<file path="src/rtl/counter_pkg.sv">
// Shared encodings and widths for the three-counter access controller.
// Control-word layout, RW access modes and mode normalisation live here.
package counter_pkg;

  localparam int NUM_CH = 3;
  localparam int DATA_W = 8;
  localparam int CNT_W  = 2 * DATA_W;
  localparam int MODE_W = 3;

  typedef enum logic [1:0] {
    RW_LATCH = 2'b00,
    RW_LSB   = 2'b01,
    RW_MSB   = 2'b10,
    RW_BOTH  = 2'b11
  } rw_e;

  localparam logic [1:0] SC_READBACK = 2'b11;

  typedef struct packed {
    logic [1:0]        sc;
    rw_e               rw;
    logic [MODE_W-1:0] mode;
    logic              bcd;
  } ctrl_word_t;

  // Modes 6 and 7 alias modes 2 and 3.
  function automatic logic [MODE_W-1:0] norm_mode(input logic [MODE_W-1:0] m);
    return (m[2:1] == 2'b11) ? {1'b0, m[1:0]} : m;
  endfunction

endpackage

</file>
<file path="src/rtl/counter_access_ctrl_if.sv">
// Bus-side bundle of the access controller: decoder strobes and CPU data in,
// per-counter configuration, pulses and pointers out.
interface counter_access_ctrl_if;
  import counter_pkg::*;

  logic [3:0]        WFlag;
  logic [3:0]        RFlag;
  logic [DATA_W-1:0] DIN;
  logic [MODE_W-1:0] MODE0;
  logic [MODE_W-1:0] MODE1;
  logic [MODE_W-1:0] MODE2;
  logic [2:0]        BCD;
  logic [1:0]        RWM0;
  logic [1:0]        RWM1;
  logic [1:0]        RWM2;
  logic [2:0]        CFG_WR;
  logic [2:0]        LOAD;
  logic [CNT_W-1:0]  COUNT_VAL;
  logic [2:0]        LATCH;
  logic [2:0]        RD_HI;
  logic [2:0]        ARMED;

  modport master (
    output WFlag, RFlag, DIN,
    input  MODE0, MODE1, MODE2, BCD, RWM0, RWM1, RWM2,
    input  CFG_WR, LOAD, COUNT_VAL, LATCH, RD_HI, ARMED
  );

  modport slave (
    input  WFlag, RFlag, DIN,
    output MODE0, MODE1, MODE2, BCD, RWM0, RWM1, RWM2,
    output CFG_WR, LOAD, COUNT_VAL, LATCH, RD_HI, ARMED
  );

endinterface

</file>
<file path="src/rtl/counter_chan_seq.sv">
// Per-counter sequencer: programmed mode/RW/BCD, write byte pointer with held
// LSB, read byte pointer, and the one-cycle CFG_WR / LOAD / LATCH pulses.
module counter_chan_seq
  import counter_pkg::*;
(
  input  logic              clk,
  input  logic              rst,
  input  logic              cfg_en,
  input  logic              latch_en,
  input  logic              wr_en,
  input  logic              rd_en,
  input  rw_e               cfg_rw,
  input  logic [MODE_W-1:0] cfg_mode,
  input  logic              cfg_bcd,
  input  logic [DATA_W-1:0] data,
  output logic [MODE_W-1:0] mode,
  output logic              bcd,
  output rw_e               rwm,
  output logic              armed,
  output logic              rd_hi,
  output logic              cfg_wr,
  output logic              load,
  output logic              latch,
  output logic [CNT_W-1:0]  count_val
);

  logic [MODE_W-1:0] mode_q, mode_d;
  logic              bcd_q, bcd_d;
  rw_e               rw_q, rw_d;
  logic              armed_q, armed_d;
  logic              wr_hi_q, wr_hi_d;
  logic [DATA_W-1:0] lsb_q, lsb_d;
  logic              rd_hi_q, rd_hi_d;
  logic              cfg_wr_q, cfg_wr_d;
  logic              load_q, load_d;
  logic              latch_q, latch_d;
  logic [CNT_W-1:0]  cnt_q, cnt_d;

  always_comb begin
    // NOTE: every _d starts as its _q (pulses as 0) so no branch can infer a latch.
    mode_d   = mode_q;
    bcd_d    = bcd_q;
    rw_d     = rw_q;
    armed_d  = armed_q;
    wr_hi_d  = wr_hi_q;
    lsb_d    = lsb_q;
    rd_hi_d  = rd_hi_q;
    cnt_d    = cnt_q;
    cfg_wr_d = 1'b0;
    load_d   = 1'b0;
    latch_d  = 1'b0;

    if (rd_en) begin
      case (rw_q)
        RW_BOTH: rd_hi_d = ~rd_hi_q;
        RW_LSB:  rd_hi_d = 1'b0;
        RW_MSB:  rd_hi_d = 1'b1;
        default: ;
      endcase
    end

    if (cfg_en) begin
      rw_d     = cfg_rw;
      mode_d   = norm_mode(cfg_mode);
      bcd_d    = cfg_bcd;
      armed_d  = 1'b1;
      wr_hi_d  = 1'b0;
      rd_hi_d  = 1'b0;
      cfg_wr_d = 1'b1;
    end else if (latch_en) begin
      latch_d = 1'b1;
    end else if (wr_en && armed_q) begin
      case (rw_q)
        RW_LSB: begin
          load_d = 1'b1;
          cnt_d  = {{DATA_W{1'b0}}, data};
        end
        RW_MSB: begin
          load_d = 1'b1;
          cnt_d  = {data, {DATA_W{1'b0}}};
        end
        RW_BOTH: begin
          // Two-byte load: the first write only parks the LSB.
          if (!wr_hi_q) begin
            lsb_d   = data;
            wr_hi_d = 1'b1;
          end else begin
            load_d  = 1'b1;
            cnt_d   = {data, lsb_q};
            wr_hi_d = 1'b0;
          end
        end
        default: ;
      endcase
    end
  end

  always_ff @(posedge clk) begin
    // NOTE: non-blocking assignments so every flop samples pre-edge values.
    if (rst) begin
      mode_q   <= '0;
      bcd_q    <= 1'b0;
      rw_q     <= RW_LATCH;
      armed_q  <= 1'b0;
      wr_hi_q  <= 1'b0;
      lsb_q    <= '0;
      rd_hi_q  <= 1'b0;
      cfg_wr_q <= 1'b0;
      load_q   <= 1'b0;
      latch_q  <= 1'b0;
      cnt_q    <= '0;
    end else begin
      mode_q   <= mode_d;
      bcd_q    <= bcd_d;
      rw_q     <= rw_d;
      armed_q  <= armed_d;
      wr_hi_q  <= wr_hi_d;
      lsb_q    <= lsb_d;
      rd_hi_q  <= rd_hi_d;
      cfg_wr_q <= cfg_wr_d;
      load_q   <= load_d;
      latch_q  <= latch_d;
      cnt_q    <= cnt_d;
    end
  end

  assign mode      = mode_q;
  assign bcd       = bcd_q;
  assign rwm       = rw_q;
  assign armed     = armed_q;
  assign rd_hi     = rd_hi_q;
  assign cfg_wr    = cfg_wr_q;
  assign load      = load_q;
  assign latch     = latch_q;
  assign count_val = cnt_q;

endmodule

</file>
<file path="src/rtl/counter_access_ctrl.sv">
// Access controller for three counters: detects strobe trailing edges, decodes
// control words, arbitrates simultaneous writes and drives three channel sequencers.
module counter_access_ctrl
  import counter_pkg::*;
(
  input  logic           CLK,
  input  logic           RST,
  counter_access_ctrl_if.slave bus
);

  logic [DATA_W-1:0] din_q, din_d;
  logic [3:0]        whist_q, whist_d;
  logic [3:0]        wlow_q, wlow_d;
  logic [2:0]        rhist_q, rhist_d;
  logic [2:0]        rlow_q, rlow_d;

  logic [3:0]        w_done;
  logic [2:0]        r_done;
  ctrl_word_t        cw;
  logic [2:0]        cfg_en, latch_en, wr_en;
  logic              rflag_unused;

  // A strobe only counts as active if it was seen low after reset, so a
  // strobe already high when reset releases never produces an access.
  always_comb begin
    din_d   = (|bus.WFlag) ? bus.DIN : din_q;
    whist_d = bus.WFlag & (whist_q | wlow_q);
    wlow_d  = ~bus.WFlag;
    rhist_d = bus.RFlag[2:0] & (rhist_q | rlow_q);
    rlow_d  = ~bus.RFlag[2:0];
  end

  assign w_done       = whist_q & ~bus.WFlag;
  assign r_done       = rhist_q & ~bus.RFlag[2:0];
  assign cw           = ctrl_word_t'(din_q);
  assign rflag_unused = bus.RFlag[3];

  // Highest-index completed write wins; the control register outranks counters.
  always_comb begin
    cfg_en   = '0;
    latch_en = '0;
    wr_en    = '0;
    if (w_done[3]) begin
      if (cw.sc != SC_READBACK) begin
        if (cw.rw == RW_LATCH) latch_en[cw.sc] = 1'b1;
        else                   cfg_en[cw.sc]   = 1'b1;
      end
    end else if (w_done[2]) begin
      wr_en[2] = 1'b1;
    end else if (w_done[1]) begin
      wr_en[1] = 1'b1;
    end else if (w_done[0]) begin
      wr_en[0] = 1'b1;
    end
  end

  always_ff @(posedge CLK) begin
    if (RST) begin
      din_q   <= '0;
      whist_q <= '0;
      wlow_q  <= '0;
      rhist_q <= '0;
      rlow_q  <= '0;
    end else begin
      din_q   <= din_d;
      whist_q <= whist_d;
      wlow_q  <= wlow_d;
      rhist_q <= rhist_d;
      rlow_q  <= rlow_d;
    end
  end

  logic [MODE_W-1:0] mode_arr [NUM_CH];
  rw_e               rwm_arr  [NUM_CH];
  logic [CNT_W-1:0]  cnt_arr  [NUM_CH];
  logic [2:0]        bcd_v, armed_v, rd_hi_v, cfg_wr_v, load_v, latch_v;

  for (genvar k = 0; k < NUM_CH; k++) begin : g_chan
    counter_chan_seq u_chan (
      .clk       (CLK),
      .rst       (RST),
      .cfg_en    (cfg_en[k]),
      .latch_en  (latch_en[k]),
      .wr_en     (wr_en[k]),
      .rd_en     (r_done[k]),
      .cfg_rw    (cw.rw),
      .cfg_mode  (cw.mode),
      .cfg_bcd   (cw.bcd),
      .data      (din_q),
      .mode      (mode_arr[k]),
      .bcd       (bcd_v[k]),
      .rwm       (rwm_arr[k]),
      .armed     (armed_v[k]),
      .rd_hi     (rd_hi_v[k]),
      .cfg_wr    (cfg_wr_v[k]),
      .load      (load_v[k]),
      .latch     (latch_v[k]),
      .count_val (cnt_arr[k])
    );
  end

  // At most one channel loads per cycle, so an OR of gated counts suffices.
  always_comb begin
    bus.COUNT_VAL = '0;
    for (int k = 0; k < NUM_CH; k++) begin
      if (load_v[k]) bus.COUNT_VAL = bus.COUNT_VAL | cnt_arr[k];
    end
  end

  assign bus.MODE0  = mode_arr[0];
  assign bus.MODE1  = mode_arr[1];
  assign bus.MODE2  = mode_arr[2];
  assign bus.RWM0   = rwm_arr[0];
  assign bus.RWM1   = rwm_arr[1];
  assign bus.RWM2   = rwm_arr[2];
  assign bus.BCD    = bcd_v;
  assign bus.ARMED  = armed_v;
  assign bus.RD_HI  = rd_hi_v;
  assign bus.CFG_WR = cfg_wr_v;
  assign bus.LOAD   = load_v;
  assign bus.LATCH  = latch_v;

endmodule

</file>
<file path="src/flat_wrapper.sv">
// flat-port wrapper written by rule: the top's interface ports become plain ports
module counter_access_ctrl_flat import counter_pkg::*;
  (CLK, RST, bus_WFlag, bus_RFlag, bus_DIN, bus_MODE0, bus_MODE1, bus_MODE2, bus_BCD, bus_RWM0, bus_RWM1, bus_RWM2, bus_CFG_WR, bus_LOAD, bus_COUNT_VAL, bus_LATCH, bus_RD_HI, bus_ARMED);
  counter_access_ctrl_if bus_i ();
  input  logic CLK;
  input  logic RST;
  input wire logic [$bits(bus_i.WFlag)-1:0] bus_WFlag;
  input wire logic [$bits(bus_i.RFlag)-1:0] bus_RFlag;
  input wire logic [$bits(bus_i.DIN)-1:0] bus_DIN;
  output wire logic [$bits(bus_i.MODE0)-1:0] bus_MODE0;
  output wire logic [$bits(bus_i.MODE1)-1:0] bus_MODE1;
  output wire logic [$bits(bus_i.MODE2)-1:0] bus_MODE2;
  output wire logic [$bits(bus_i.BCD)-1:0] bus_BCD;
  output wire logic [$bits(bus_i.RWM0)-1:0] bus_RWM0;
  output wire logic [$bits(bus_i.RWM1)-1:0] bus_RWM1;
  output wire logic [$bits(bus_i.RWM2)-1:0] bus_RWM2;
  output wire logic [$bits(bus_i.CFG_WR)-1:0] bus_CFG_WR;
  output wire logic [$bits(bus_i.LOAD)-1:0] bus_LOAD;
  output wire logic [$bits(bus_i.COUNT_VAL)-1:0] bus_COUNT_VAL;
  output wire logic [$bits(bus_i.LATCH)-1:0] bus_LATCH;
  output wire logic [$bits(bus_i.RD_HI)-1:0] bus_RD_HI;
  output wire logic [$bits(bus_i.ARMED)-1:0] bus_ARMED;
  assign bus_i.WFlag = bus_WFlag;
  assign bus_i.RFlag = bus_RFlag;
  assign bus_i.DIN = bus_DIN;
  assign bus_MODE0 = bus_i.MODE0;
  assign bus_MODE1 = bus_i.MODE1;
  assign bus_MODE2 = bus_i.MODE2;
  assign bus_BCD = bus_i.BCD;
  assign bus_RWM0 = bus_i.RWM0;
  assign bus_RWM1 = bus_i.RWM1;
  assign bus_RWM2 = bus_i.RWM2;
  assign bus_CFG_WR = bus_i.CFG_WR;
  assign bus_LOAD = bus_i.LOAD;
  assign bus_COUNT_VAL = bus_i.COUNT_VAL;
  assign bus_LATCH = bus_i.LATCH;
  assign bus_RD_HI = bus_i.RD_HI;
  assign bus_ARMED = bus_i.ARMED;
  counter_access_ctrl u_core (.CLK(CLK), .RST(RST), .bus(bus_i));
endmodule
</file>
<file path="config.mk">
export PLATFORM = sky130hd
export DESIGN_NAME = counter_access_ctrl_flat
export DESIGN_NICKNAME = d
export VERILOG_FILES = /design/src/rtl/counter_pkg.sv /design/src/rtl/counter_access_ctrl_if.sv /design/src/rtl/counter_chan_seq.sv /design/src/rtl/counter_access_ctrl.sv /design/src/flat_wrapper.sv
export SDC_FILE = /design/constraint.sdc
export NUM_CORES = 1
export LEC_CHECK = 0
export ABC_AREA = 0
export CORE_AREA = 2 2 112 114
export CTS_BUF_LIST = sky130_fd_sc_hd__clkbuf_4
export DETAILED_ROUTE_END_ITERATION = 8
export DIE_AREA = 0 0 114 116
export GPL_TIMING_DRIVEN = 0
export PLACE_DENSITY = 0.85
export SYNTH_ARGS = -nofsm -noshare
export SYNTH_HDL_FRONTEND = slang
export SYNTH_HIERARCHICAL = 1
export SYNTH_SLANG_ARGS = --single-unit
</file>
<file path="constraint.sdc">
create_clock -name CLK -period 2.1 [get_ports CLK]
set_clock_uncertainty 0.15 [all_clocks]
set_input_delay 0.42 -clock CLK [delete_from_list [all_inputs] [get_ports CLK]]
set_output_delay 0.42 -clock CLK [all_outputs]
set_load 0.05 [all_outputs]
</file>
-- Word-level counts from Yosys, hierarchy flattened
Index checks and enable logic that the tools add are counted.
- order comparisons: 2
- equality and inequality tests: 14
- muxes and demuxes: 42
- bitwise logic cells: 25
- reductions and logical operators: 30
- operator list (operator ; number):
    case mux 16 bit (3 select lines) ; 3
    2-to-1 mux 16 bit ; 6
    OR 16 bit ; 2
    AND reduction 5 bit ; 6
    2-to-1 mux 3 bit ; 8
    2-to-1 mux 1 bit ; 17
    OR reduction 4 bit ; 4
    NOT 1 bit ; 15
    == test 2 bit (second input constant) ; 7
    OR reduction 2 bit ; 6
    case mux 1 bit (3 select lines) ; 3
    AND reduction 3 bit ; 3
    nonzero test 3 bit ; 3
    AND 4 bit ; 2
    inequality test 2 bit (second input constant) ; 4
    AND 3 bit ; 2
    == test 2 x 1 -> 1 bit (second input constant) ; 3
    case mux 1 bit (2 select lines) ; 3
    AND reduction 2 bit ; 3
    logical AND 1 bit ; 4
    NOT 4 bit ; 1
    OR 4 bit ; 1
    less-than comparator 2 x 3 -> 1 bit (second input constant) ; 1
    NOT 3 bit ; 1
    5 further kinds ; 5
- register bits after elaboration: 130
- output and inout port bits: 49
- word-level logic and storage cells: 151

-- Longest topological paths before layout
- word-level depth: 9
- gate-level depth with buffers: 7
- mapped depth without buffers: 5

-- Modules after synthesis
Netlist, hierarchy kept.
- by module, submodules not included (module ; instances ; cells each ; area an instance (um^2) ; seq. area each (um^2)):
    counter_chan_seq ; 3 ; 175 ; 1686.6 ; 720.7
    counter_access_ctrl ; 1 ; 127 ; 1126.1 ; 440.4

-- Worst setup path before layout
Ideal clock, no wire load.
- path type: register to register
- start point: register u_core.din_q[4], in the netlist u_core/cw[4]
- end point: register u_core.g_chan[2].u_chan.cnt_q[15]
- data arrival time: 1972 ps
- data required time: 1879 ps
- setup slack: -93 ps
- cell stages (with the launch flop): 7
- path buffers: 1
- clock period less this slack: 2193 ps
- cell sequence: dfxtp_1 > nor2_1 > nor4b_1 > nand4bb_4 > clkbuf_1 > o21ai_0 > a21oi_1
- longest elaborated chain between the ends: 6
- ends and longest elaborated chain (what ; RTL line ; text):
    from (decl) ; counter_access_ctrl.sv:11 ; logic [DATA_W-1:0] din_q, din_d;
    from (signal assigned) ; counter_access_ctrl.sv:65 ; din_q <= din_d;
    logical NOT 2 bit ; counter_access_ctrl.sv:45 ; if (cw.rw == RW_LATCH) latch_en[cw.sc] = 1'b1;
    2-to-1 mux 3 bit ; counter_access_ctrl.sv:45 ;
    2-to-1 mux 3 bit ; counter_access_ctrl.sv:44 ; if (cw.sc != SC_READBACK) begin
    2-to-1 mux 3 bit ; counter_access_ctrl.sv:43 ; if (w_done[3]) begin
    net u_core.cfg_en[2] ; counter_access_ctrl.sv:20 ; logic [2:0] cfg_en, latch_en, wr_en;
    NOT 1 bit (no line) ; n/a ;
    AND reduction 5 bit (no line) ; n/a ;
    to (signal assigned) ; counter_chan_seq.sv:123 ; cnt_q <= cnt_d;
    to (decl) ; counter_chan_seq.sv:37 ; logic [CNT_W-1:0] cnt_q, cnt_d;
The timed path passes the listed nets, and every way through them passes these cells.
A chain may end at the register's enable or synchronous reset.

-- Final worst setup path
- start point: register u_core.g_chan[1].u_chan.load_q
- end point: output port bus_COUNT_VAL[5]
- longest elaborated chain between the ends: 3
- ends and longest elaborated chain (what ; RTL line ; text):
    from (decl) ; counter_chan_seq.sv:35 ; logic load_q, load_d;
    from (signal assigned) ; counter_chan_seq.sv:121 ; load_q <= load_d;
    2-to-1 mux 16 bit * ; counter_access_ctrl.sv:106 ; if (load_v[k]) bus.COUNT_VAL = bus.COUNT_VAL | cnt_arr[k];
    OR 16 bit ; counter_access_ctrl.sv:106 ;
    2-to-1 mux 16 bit * ; counter_access_ctrl.sv:106 ;
    to (decl) ; flat_wrapper.sv:19 ; output wire logic [$bits(bus_i.COUNT_VAL)-1:0] bus_COUNT_VAL;
Every way passes the cells marked *; elsewhere a longest branch is shown, timed or not.

==> out/metrics.cfg <==
[clocking]
holdBufCountCts = 0
clockBufferDepth = 2
cts_buffers = 17
cts_root_buffer = clkbuf_4
htree_num_levels = 4
clk_pin_slew_ns = 0.12
clock_latency_ns = 0.56
cts_tree = done
cts.sinks = 130

[synth]
synth_nets = 685
synth-edff-count = 0
yosys_warnings = 6
synth_common_cells = dfxtp_1 (130), a21oi_1 (93), o21ai_0 (45)
synth-seq-cells = 130
yosysMostFrequentCell = dfxtp_1
synth.distinct_cells = 44
synth_top_flop_cell = dfxtp_1
synthArstFlopShare_pct = 0
synth_top_area_share_pct = 42.1
synthCells = 652
synth_area_per_cell_um2 = 9.49
netlist_area_um2 = 6190
synth.yosys.seq_area_share_pct = 42.1
synth.area.top_cells = dfxtp_1 (42%), a21oi_1 (7.5%), a211oi_2 (4.9%)
synth_top_cell_by_area = dfxtp_1

[sta]
finalWorstSetupSlack_ns = -0.360
final_max_slew_viol_count = 0
worst_pin_slew_ns = 0.800
fmax_mhz = 406
fin_crit_sh_pct = 117
slew_headroom_pct = 46.6
hold_viol = 0
setup_violations = 16
period_needed_ns = 2.46
rsz0062_at_grt = yes

[global_route]
overflow = 0
grt_pass1_vias = 5410
grt_use_total_pct = 27.0
grt_max_degree = 18
antenna_found_initial = 0
grt_first_pass_wirelength_mm = 27.7

[power_and_ir_drop]
design_power_total_mw = 4.69
cell_internal_pwr_mw = 3.52
power.share.clock_pct = 40.4
p_per_area_nw_per_um2 = 602
share_comb_of_total_power_pct = 5.5
power.switching_mw = 1.16
ir_drop_uv = 477
p_leak_nw = 2.81
seqPwrFrac_pct = 54.1
swShare_pct = 24.8

[finish]
area_growth_pct = 26.0
diodes = 0
final_layout_size_suffix_gt1_share_pct = 23.6
fin_util_pct = 65.4
nets = 787
n_fill_cell = 931

[setup_path]
critPathKind = register to primary output
cp_max_fo = 8
cp-start-kind = register
slowest_stage = a222oi_1
cpLargestDelayFamily = buffers and inverters
path_cells = buf_8 > clkbuf_16 > a222oi_1 > inv_1 > buf_6
cp.arrival_ns = 1.89
required_ns = 1.53
critPathMaxStageDelay_ns = 0.40
critPathBufInv = 4
crit_path_end_kind = primary output

[floorplan]
start_util_pct = 51.9
rows = 40
die-area_um2 = 13200
dieHeight_um = 116
core_um2 = 11900
pin_count = 67
die_w_um = 114

[place]
place_ws_ns = -0.941
gp_congestion = 0.905
dpl.hpwl_mm = 11.7
portBuffers = 65

[flow_run]
maxCapViolCount = 0

[routing]
drtAntennaViolNets = 0
wl_mm = 18.0
drc = 0
vias_per_cell = 6.24
avgRoutedWirePerCell_um = 19.7
drt_iter0_markers = 545
vias = 5699
drtPass1Iterations = 7

[outcome]
failed_checks = setup timing
status = finished, violations left

[min_path]
worstHoldPathType = input port to register

## routing by layer
| layer | vias to the layer above | wire length, um | global-route usage, % |
|---|---|---|---|
| met5 | - | 0 | 0 |
| met4 | 0 | 594 | 12.3 |
| met3 | 62 | 1680 | 6.12 |
| met2 | 358 | 8560 | 44.3 |
| met1 | 2668 | 7190 | 34.2 |
| li1 | 2611 | - | - |
## final cells by class
type | instances | area (um2) | share of cell area [%]
buffer | 49 | 390 | 5.01
clock buffer | 17 | 128 | 1.64
clock inverter | 15 | 190 | 2.44
inverter | 25 | 93.8 | 1.20
multi-input combinational | 447 | 3340 | 42.8
sequential | 130 | 2630 | 33.8
tap | 147 | 184 | 2.36
timing repair buffer | 84 | 840 | 10.8
## sequential cells by signal, indices dropped and copies added (netlist names)
| register | cells |
|---|---|
| u_core/g_chan.u_chan/mode | 9 |
| u_core/g_chan.u_chan/latch | 3 |
| u_core/g_chan.u_chan/rwm | 6 |
| u_core/rlow_q | 3 |
| u_core/cw | 8 |
| u_core/wlow_q | 4 |
| u_core/g_chan.u_chan/rd_hi | 3 |
| u_core/rhist_q | 3 |
| u_core/g_chan.u_chan/cfg_wr | 3 |
| u_core/g_chan.u_chan/wr_hi_q | 3 |
| u_core/whist_q | 4 |
| u_core/g_chan.u_chan/bcd | 3 |
| u_core/g_chan.u_chan/load | 3 |
| u_core/g_chan.u_chan/count_val | 48 |
| u_core/g_chan.u_chan/lsb_q | 24 |
| u_core/g_chan.u_chan/armed | 3 |
## path summary, 6_finish.rpt
path / start / endpoint / slack (ns) / cells after the start
worst min-delay path: bus_WFlag[3] / u_core/wlow_q[3]$_SDFF_PP0_ / 0.09 / 2
worst min register to register: u_core/rlow_q[0]$_SDFF_PP0_ / u_core/rhist_q[0]$_SDFF_PP0_ / 0.31 / 2
worst max-delay path: u_core/g_chan[1].u_chan/load$_SDFF_PP0_ / bus_COUNT_VAL[5] / -0.36 / 5
worst max register to register: u_core/whist_q[3]$_SDFF_PP0_ / u_core/g_chan[2].u_chan/count_val[4]$_SDFFE_PP0P_ / 0.08 / 5
## per-stage QoR
step / instance area (um2) / instances / setup TNS, ns / hold slack (ns)
finish: 7790 / 914 / -4.08 / 0.0917
global route: 7790 / 914 / -5.40 / 0.0715
CTS: 7540 / 899 / -4.32 / 0.246
detailed placement: 7050 / 864 / -79.13 / 0.310
global placement: 7050 / 864 / -71.18 / 0.301
floorplan: 6220 / 652 / 0 / 0.296
## cell families after synthesis
| family | count (synthesis) | synth area share, % |
|---|---|---|
| compound gates | 202 | 21.6 |
| simple gates | 198 | 21.1 |
| flops | 130 | 42.1 |
| buf+inv | 75 | 6.67 |
| mux | 29 | 5.12 |
| fa+ha+maj | 15 | 3.03 |
| xor+xnor | 3 | 0.425 |
## power by group through the flow
stage                     combinational [mW]  clock, mW  sequential, mW
after floorplan                        0.125          0            2.58
after global placement                 0.197          0            2.60
after detailed placement               0.204          0            2.60
after CTS                              0.213       1.91            2.55
after global routing                   0.273       2.03            2.54
final                                  0.258       1.89            2.54
## placed cells by master (no fill, tap or decap), types with 6 or more instances in the layout
| master | netlist | layout |
|---|---|---|
| a211oi_2 | 24 | 24 |
| buf_2 | 12 | 13 |
| clkbuf_4 | 0 | 18 |
| nor2_1 | 37 | 35 |
| nand2b_1 | 24 | 23 |
| mux2i_1 | 23 | 23 |
| buf_1 | 9 | 9 |
| dfxtp_1 | 130 | 119 |
| dfxtp_4 | 0 | 6 |
| o21ai_1 | 6 | 10 |
| buf_4 | 3 | 18 |
| nor2b_1 | 11 | 9 |
| inv_1 | 25 | 25 |
| o21ai_0 | 45 | 41 |
| nor3b_1 | 35 | 34 |
| clkdlybuf4s50_1 | 0 | 15 |
| nand4_1 | 21 | 21 |
| nand4b_1 | 9 | 9 |
| dlygate4sd2_1 | 0 | 22 |
| a21oi_1 | 93 | 92 |
| ha_1 | 15 | 15 |
| buf_6 | 3 | 20 |
| nand3_1 | 24 | 24 |
| clkbuf_1 | 17 | 9 |
| a222oi_1 | 16 | 16 |
| clkdlybuf4s15_2 | 0 | 6 |
| a21oi_2 | 12 | 13 |
## what timing repair did
action                     4_1_cts  5_1_grt
cloned                           1        2
setup buffers                    3       13
resized for setup              200       38
pin swaps                       19       14
setup endpoints to repair      154       94
Power figures use the tool's default switching activity.
